File: src/rtl/doa_pkg.sv
// Shared types and default sizing for the direction-of-arrival peak search.
package doa_pkg;

    localparam int POW_WIDTH   = 54;
    localparam int N_AVG       = 16;
    localparam int N_ANGLES    = 181;
    localparam int ANGLE_WIDTH = 8;

    typedef enum logic [1:0] {
        IDLE  = 2'd0,
        ACCUM = 2'd1,
        CMP   = 2'd2,
        DONE  = 2'd3
    } state_t;

endpackage

File: src/rtl/doa_peak_search_peak_tracker.sv
// Running-maximum register: keeps the largest value seen and the index it came from.
module peak_tracker #(
    parameter int VALUE_WIDTH = 58,
    parameter int INDEX_WIDTH = 8
) (
    input  logic                   clk,
    input  logic                   rst_n,
    input  logic                   clear,
    input  logic                   en,
    input  logic [VALUE_WIDTH-1:0] value,
    input  logic [INDEX_WIDTH-1:0] index,
    output logic [VALUE_WIDTH-1:0] max_value,
    output logic [INDEX_WIDTH-1:0] max_index
);

    // Index 0 always loads so a sweep never compares against a stale maximum;
    // strict greater-than keeps the lower index on ties.
    always_ff @(posedge clk or negedge rst_n) begin
        if (!rst_n) begin
            max_value <= '0;
            max_index <= '0;
        end else if (clear) begin
            max_value <= '0;
            max_index <= '0;
        end else if (en && ((value > max_value) || (index == '0))) begin
            max_value <= value;
            max_index <= index;
        end
    end

endmodule

File: src/rtl/doa_peak_search.sv
// Sweeps steering angles, averages N_AVG beam-power samples per angle and reports the strongest angle.
//
// state | meaning
// IDLE  | waiting for start
// ACCUM | accepting samples for angle_idx
// CMP   | compare accumulated power with running maximum, advance angle
// DONE  | publish result, pulse done
module doa_peak_search
    import doa_pkg::*;
#(
    parameter int POW_WIDTH   = doa_pkg::POW_WIDTH,
    parameter int N_AVG       = doa_pkg::N_AVG,
    parameter int N_ANGLES    = doa_pkg::N_ANGLES,
    parameter int ANGLE_WIDTH = doa_pkg::ANGLE_WIDTH,
    localparam int ACC_WIDTH  = POW_WIDTH + $clog2(N_AVG)
) (
    input  logic                   clk,
    input  logic                   rst_n,
    input  logic                   start,
    input  logic                   pow_valid,
    input  logic [POW_WIDTH-1:0]   pow_in,
    output logic                   pow_ready,
    output logic [ANGLE_WIDTH-1:0] angle_idx,
    output logic                   busy,
    output logic                   done,
    output logic [ANGLE_WIDTH-1:0] peak_angle,
    output logic [ACC_WIDTH-1:0]   peak_power
);

    localparam int SCNT_WIDTH = ($clog2(N_AVG) > 0) ? $clog2(N_AVG) : 1;
    localparam logic [SCNT_WIDTH-1:0]  SCNT_LOAD  = SCNT_WIDTH'(N_AVG - 1);
    localparam logic [ANGLE_WIDTH-1:0] LAST_ANGLE = ANGLE_WIDTH'(N_ANGLES - 1);

    state_t                 state;
    logic [SCNT_WIDTH-1:0]  sample_cnt;
    logic [ACC_WIDTH-1:0]   acc;
    logic [ACC_WIDTH-1:0]   max_value;
    logic [ANGLE_WIDTH-1:0] max_index;
    logic                   accept;

    assign accept = (state == ACCUM) && pow_valid && pow_ready;

    peak_tracker #(
        .VALUE_WIDTH(ACC_WIDTH),
        .INDEX_WIDTH(ANGLE_WIDTH)
    ) u_peak_tracker (
        .clk       (clk),
        .rst_n     (rst_n),
        .clear     ((state == IDLE) && start),
        .en        (state == CMP),
        .value     (acc),
        .index     (angle_idx),
        .max_value (max_value),
        .max_index (max_index)
    );

    always_ff @(posedge clk or negedge rst_n) begin
        if (!rst_n) begin
            state      <= IDLE;
            sample_cnt <= '0;
            acc        <= '0;
            angle_idx  <= '0;
            pow_ready  <= 1'b0;
            busy       <= 1'b0;
            done       <= 1'b0;
            peak_angle <= '0;
            peak_power <= '0;
        end else begin
            done <= 1'b0;
            case (state)
                IDLE: begin
                    if (start) begin
                        state      <= ACCUM;
                        angle_idx  <= '0;
                        sample_cnt <= SCNT_LOAD;
                        acc        <= '0;
                        pow_ready  <= 1'b1;
                        busy       <= 1'b1;
                    end
                end
                ACCUM: begin
                    if (accept) begin
                        acc <= acc + ACC_WIDTH'(pow_in);
                        // sample_cnt counts down; zero marks the last sample of this angle
                        if (sample_cnt == '0) begin
                            state     <= CMP;
                            pow_ready <= 1'b0;
                        end else begin
                            sample_cnt <= sample_cnt - 1'b1;
                        end
                    end
                end
                CMP: begin
                    if (angle_idx == LAST_ANGLE) begin
                        state <= DONE;
                    end else begin
                        state      <= ACCUM;
                        angle_idx  <= angle_idx + 1'b1;
                        sample_cnt <= SCNT_LOAD;
                        acc        <= '0;
                        pow_ready  <= 1'b1;
                    end
                end
                DONE: begin
                    state      <= IDLE;
                    done       <= 1'b1;
                    busy       <= 1'b0;
                    peak_angle <= max_index;
                    peak_power <= max_value;
                end
                default: state <= IDLE;
            endcase
        end
    end

endmodule

File: config.mk
export PLATFORM = sky130hd
export DESIGN_NAME = doa_peak_search
export DESIGN_NICKNAME = d
export VERILOG_FILES = /design/src/rtl/doa_pkg.sv /design/src/rtl/doa_peak_search_peak_tracker.sv /design/src/rtl/doa_peak_search.sv
export SDC_FILE = /design/constraint.sdc
export NUM_CORES = 1
export LEC_CHECK = 0
export ABC_AREA = 1
export BUFFER_PORTS_ARGS = -buffer_cell sky130_fd_sc_hd__buf_2
export CORE_UTILIZATION = 55
export DETAILED_ROUTE_END_ITERATION = 10
export PLACE_DENSITY_LB_ADDON = 0.1
export SETUP_SLACK_MARGIN = 0.4
export SLEW_MARGIN = 20
export SYNTH_ARGS = -nofsm -noshare
export SYNTH_HDL_FRONTEND = slang
export SYNTH_HIERARCHICAL = 1
export SYNTH_SLANG_ARGS = --single-unit
export TNS_END_PERCENT = 5
File: constraint.sdc
create_clock -name clk -period 2.9 [get_ports clk]
set_input_delay 0.435 -clock clk [delete_from_list [all_inputs] [get_ports clk]]
set_output_delay 0.435 -clock clk [all_outputs]
set_load 0.005 [all_outputs]
==> results.cfg, run 1 <==
[global_routing]
antenna_found_initial = 0
grt_max_degree = 67
grt_pass1_vias = 13600
grt_remaining_overflow = 0
grt_pass1_wl_um = 73500
grt_usage = 0.337

[logic_synthesis]
synth_cell_type_count = 41
synth.most_common_cell = nand2_1
ys_ff_latch = 207
synth_common_cells = nand2_1, inv_1, dfrtp_1, nor2_1, ha_1
synth_area_um2 = 14800
synth_nets = 2378
yosysTopAreaCellShare = 0.349
synthArstFlopShare = 1.00
synth_seq_area_share = 0.349
synthTopCellsByArea = dfrtp_1, nand2_1, ha_1
synth.largest_area_cell = dfrtp_1
yosysWarnings = 6
syn_inst = 2204
syn_avg_cell_area_um2 = 6.73
synth_edf_count = 0
yosys_most_used_dff = dfrtp_1

[clocking]
clock_latency_ns = 0.56
cts.sinks = 207
root_buffer = clkbuf_16
clkTransAtPathRegs_ns = 0.06
h-tree-depth = 1
clk_path_buf_depth = 3
cts_tree = built
cts_buffers = 25

[drt]
wl_per_cell_um = 17.6
vias_per_cell = 5.45
drtIter0Drc = 1264
ant_nets = 0
wl_um = 47700
vias = 14700
dr.pass1.iters = 8
drc = 11

[die]
die_x_um = 166
core_area_um2 = 26300
rows = 59
dieArea_um2 = 27600
floorplan.initialDensity = 0.564
die_height_um = 166
io_pins = 135

[placed_design]
io_buffers = 134
place_inst = 2641
hpwl_um = 35700
place_ws_ns = 0.0608
placed_area_um2 = 15900
gp_congestion = 0.968

[final_layout]
diodes = 0
area_growth_pct = 15.7
layout-drive-gt1-share = 0.135
final_util = 0.653
design_area_um2 = 17200
final_cells = 2704
nFillCells = 2402
nets = 2527

[sta]
period_share = 0.874
relSlewSlack = 0.435
finalSetupViolCount = 0
grt_setup_unrepaired = yes
worstMarginPinSlew_ns = 0.848
finalHoldViolCount = 0
fin_setup_tns_ns = 0
postLayoutSetupSlackWorst_ns = 0.367
slew_viol_final = 0
layout_min_cycle_time_ns = 2.53
skew_ns = 0.0146
clock.fmax_mhz = 395
hold_slack_ns = 0.289

[flow_run]
maxCapViolations = 0

[critical_path]
cp-start-kind = register
crit_fanout = 7
arrival_ns = 3.01
cp.required_ns = 3.38
endpoint_kind = register
path_class = reg -> reg

[status]
status = complete, but fails checks
violations = design-rule violations

[hold_path]
min_path_type = in -> reg

[pwr]
irDropWorstVdd_v = 0.000683
p_per_area_nw_per_um2 = 985
p_total_mw = 16.9
p_leak_nw = 9.89
-- layer usage --
layer	share of wire	track usage	vias up
met5	0	0	-
met4	0.024	0.0829	0
met3	0.079	0.0474	67
met2	0.44	0.535	536
met1	0.45	0.484	6872
li1	-	-	7252
-- area by class of cell --
type / instances / area [um2] / area share
Multi-Input combinational cell: 1613 / 8310 / 0.484
Sequential cell: 207 / 5180 / 0.302
Timing Repair Buffer: 180 / 1250 / 0.0729
Inverter: 326 / 1230 / 0.0715
Clock buffer: 35 / 703 / 0.0410
Tap cell: 335 / 419 / 0.0244
Clock inverter: 8 / 60.1 / 0.00350
-- power breakdown --
part,switching (mW),internal [mW],total [mW]
sequential,0.978,3.80,4.78
clock,1.31,1.69,3.00
combinational,5.89,3.23,9.12
total,8.18,8.72,16.9
-- critical path, cell delays in order, from the launching register on --
cell	delay [ns]
dfrtp_1	0.42
ha_1	0.32
nand2_2	0.06
nor2_2	0.12
nand4_1	0.28
nor2_2	0.23
nand3_1	0.09
or2_1	0.22
nand2_2	0.11
nand2_8	0.11
nand2_8	0.15
clkbuf_16	0.20
nand3_2	0.06
nand2_1	0.10
-- cell families after synthesis --
group                    Yosys count  synth area share
AND/OR/NAND/NOR                 1314             0.382
adder cells (fa/ha/maj)          116            0.0984
XOR/XNOR                           7           0.00414
AO/OA/AOI/OAI                    175            0.0623
buffers and inverters            385             0.104
flip-flops                       207             0.349
-- state kept, by name (all words and copies together), names as in the netlist --
name / flops
peak_angle: 8
pow_ready: 1
peak_power: 58
u_peak_tracker/max_value: 58
busy: 1
sample_cnt: 4
u_peak_tracker/max_index: 8
done: 1
state: 2
angle_idx: 8
acc: 58
-- placed cells by master (no fill, tap or decap), types with 15 or more instances in the layout --
cell / netlist / final
o21ai_1: 19 / 20
a21oi_1: 93 / 91
nand3_1: 114 / 106
clkbuf_16: 0 / 31
nand4_1: 80 / 80
nor2_1: 149 / 138
buf_2: 14 / 133
nand3_2: 43 / 50
o21ai_0: 45 / 44
nand2_1: 887 / 879
dfrtp_1: 207 / 203
ha_1: 115 / 110
inv_1: 320 / 316
buf_4: 5 / 28
nor3_1: 15 / 15
-- final timing paths --
path / start / end / slack (ns) / cells past startpoint
max: acc[18]$_DFFE_PN0P_ / u_peak_tracker/max_value[23]$_DFFE_PN0P_ / 0.37 / 13
min: pow_in[0] / acc[0]$_DFFE_PN0P_ / 0.29 / 3
max reg2reg: acc[18]$_DFFE_PN0P_ / u_peak_tracker/max_value[23]$_DFFE_PN0P_ / 0.37 / 13
min reg2reg: peak_angle[6]$_DFFE_PN0P_ / peak_angle[6]$_DFFE_PN0P_ / 0.47 / 2
max in group asynchronous: rst_n / acc[41]$_DFFE_PN0P_ / 1.66 / 3
min in group asynchronous: rst_n / peak_power[13]$_DFFE_PN0P_ / 0.41 / 2
-- what timing repair did --
item                                    in CTS  in global routing
hold buffers                                 1                  0
endpoints found under the hold margin       54                  0
pin swaps                                    0                 12
cloned                                       0                  9
resized for setup                            6                 44
buffers inserted                             0                 10
endpoints found under the setup margin      11                 92
No activity file was read; power rests on OpenSTA's default activity.
==> run 2, diff against run 1 <==
--- a/config.mk
+++ b/config.mk
@@ -5,7 +5,7 @@
 export SDC_FILE = /design/constraint.sdc
 export NUM_CORES = 1
 export LEC_CHECK = 0
-export ABC_AREA = 1
+export ABC_AREA = 0
 export BUFFER_PORTS_ARGS = -buffer_cell sky130_fd_sc_hd__buf_2
 export CORE_UTILIZATION = 55
 export DETAILED_ROUTE_END_ITERATION = 10
==> run 2 against run 1 <==
First-iteration DRC count shrank 50%. The flow finishes with violations (negative setup slack). Synthesized cell count shrank 44%. Critical path depth shrank 1. Setup slack lost 0.45 ns. Non-clock buffer count grew 149. Combinational power grew 7.1%.
==> results.cfg, run 2 <==
[drt]
wl_per_cell_um = 18.5
ant_nets = 0
wl_um = 33800
vias_per_cell = 5.78
drtIter0Drc = 636
vias = 10600
dr.pass1.iters = 5
drc = 0

[die]
io_pins = 135
die_x_um = 152
core_area_um2 = 21900
rows = 54
die_height_um = 152
dieArea_um2 = 23000
floorplan.initialDensity = 0.563

[logic_synthesis]
synth_nets = 1414
synthArstFlopShare = 1.00
synth_area_um2 = 12300
yosys_most_used_dff = dfrtp_1
synthTopCellsByArea = dfrtp_1, ha_1, mux2_2
ys_ff_latch = 207
yosysWarnings = 6
synth.largest_area_cell = dfrtp_1
synth_top_family_by_area = compound AO/OA/AOI/OAI gates
synthMuxAreaShare = 0.0620
syn_inst = 1240
synthXorXnorAreaFrac = 0.0412
synth_common_cells = dfrtp_1, ha_1, nand2_1, o21ai_0, a21oi_1
yosysTopAreaCellShare = 0.420
synth_edf_count = 0
synth.most_common_cell = dfrtp_1
synth_seq_area_share = 0.420
synth_cell_type_count = 73
synth_compound_area_frac = 0.194
synthAdderAreaFrac = 0.118
synth-simple-area-share = 0.119
syn_avg_cell_area_um2 = 9.95

[placed_design]
gp_congestion = 0.902
io_buffers = 134
hpwl_um = 23500

[sta]
finalHoldViolCount = 0
slew_viol_final = 0
period_share = 1.03
relSlewSlack = 0.466
clock.fmax_mhz = 336
finalSetupViolCount = 4
grt_setup_unrepaired = yes
postLayoutSetupSlackWorst_ns = -0.0796
skew_ns = 0.00937
worstMarginPinSlew_ns = 0.800
layout_min_cycle_time_ns = 2.98
fin_setup_tns_ns = -0.0873

[critical_path]
arrival_ns = 3.40
cp-start-kind = register
critPathLaunch = acc[28]$_DFFE_PN0P_
cp.required_ns = 3.32
path_class = reg -> reg
crit_fanout = 3
timing.rr.start = acc[28]$_DFFE_PN0P_
endpoint_kind = register

[final_layout]
diodes = 0
layout-drive-gt1-share = 0.356
multi_input_area_um2 = 7250
final_util = 0.741
nFillCells = 1584
seqCellArea_um2 = 5190
area_growth_pct = 31.6
final_common_cell = dfrtp_1
most-common-layout-cells = dfrtp_1, buf_4, buf_2, nand2_1, ha_1
nets = 1710
reg_top3 = acc (58), peak_power (58), u_peak_tracker/max_value (58)

[global_routing]
antenna_found_initial = 0
grt_max_degree = 89
grt_remaining_overflow = 0
grt_usage = 0.283
grt_pass1_wl_um = 51500
grt_pass1_vias = 10300

[pwr]
irDropWorstVdd_v = 0.000612
p_per_area_nw_per_um2 = 1070
p_leak_nw = 7.97

[hold_path]
min_path_type = in -> reg
hp-start = start

[clocking]
cts_buffers = 23
cts.sinks = 207
cts_tree = built
clkTransAtPathRegs_ns = 0.06
clock_latency_ns = 0.53
h-tree-depth = 1
root_buffer = clkbuf_16
clk_path_buf_depth = 3

[status]
status = complete, but fails checks
violations = negative setup slack

[flow_run]
maxCapViolations = 0
==> run 2: cell types whose count changed in the layout (fill, tap and decap cells not counted), moves of 61 or more <==
cell and change:
a22o_1 +66, buf_4 +151, inv_1 -240, mux2_2 +67, nand2_1 -780, nand3_1 -61, nor2_1 -88
==> run 2: final timing paths <==
path	cells after the start	endpoint	slack, ns
hold / removal	3	state[0]$_DFFE_PN0P_	0.25
min in group asynchronous	2	peak_power[16]$_DFFE_PN0P_	0.54
max in group asynchronous	3	peak_power[43]$_DFFE_PN0P_	1.61
setup reg to reg	12	acc[49]$_DFFE_PN0P_	-0.08
hold reg to reg	1	peak_power[4]$_DFFE_PN0P_	0.50
setup / recovery	12	acc[49]$_DFFE_PN0P_	-0.08
==> run 2: worst max-delay path, cell delays in order (launching register included) <==
cell and delay, ns:
dfrtp_1 0.41, ha_4 0.23, a21o_1 0.15, a21o_1 0.19, a221o_1 0.34, or3_1 0.33
o21ai_2 0.17, buf_4 0.15, o41ai_4 0.07, o2111ai_2 0.21, a21boi_1 0.10, or3_1 0.32
a31o_1 0.21
==> run 2: cell type report <==
type                    instances  area share
multi-input cells             897       0.447
flip-flops and latches        207       0.320
repair buffers                329       0.142
clock buffers                  31      0.0404
well taps                     280      0.0216
inverters                      78      0.0180
clock inverters                11      0.0109
==> run 2: kinds of logic after synthesis <==
family / count (synthesis)
compound gates: 355
simple gates: 300
flops: 207
buf+inv: 136
fa+ha+maj: 116
mux: 68
xor+xnor: 58
==> run 2: per-stage QoR <==
| stage | power [mW] | cell area, um2 | hold slack [ns] | std cells | setup WS, ns |
|---|---|---|---|---|---|
| floorplan | 9.53 | 12500 | 0.139 | 1240 | 0.0549 |
| global placement | 12.6 | 14700 | 0.483 | 1777 | -0.233 |
| detailed placement | 12.8 | 14700 | 0.490 | 1777 | -0.299 |
| CTS | 16.4 | 15700 | 0.217 | 1823 | -0.108 |
| global route | 18.5 | 16200 | 0.244 | 1833 | -0.227 |
| finish | 17.3 | 16200 | 0.246 | 1833 | -0.0796 |
==> run 2: where the power goes <==
| part | total, mW | switching (mW) | leakage, nW | internal (mW) |
|---|---|---|---|---|
| clock network | 3.20 | 1.25 | 0.410 | 1.96 |
| logic | 9.77 | 5.06 | 4.80 | 4.72 |
| registers | 4.31 | 0.680 | 2.76 | 3.63 |
| total | 17.3 | 6.98 | 7.97 | 10.3 |
==> run 2: layer usage <==
metal | vias to the layer above | GRT usage | share of wire
met2 | 304 | 0.447 | 0.46
met4 | 0 | 0.0797 | 0.023
met3 | 59 | 0.0458 | 0.060
met1 | 5118 | 0.401 | 0.46
li1 | 5108 | - | -
met5 | - | 0 | 0
==> run 2: what timing repair did <==
item                                    4_1_cts  5_1_grt
resized for setup                            39       72
hold buffers                                  1        0
pin swaps                                    30       22
hold endpoints to repair                      1        0
gates cloned                                  0        2
buffers inserted                              3        8
endpoints found under the setup margin      102      107
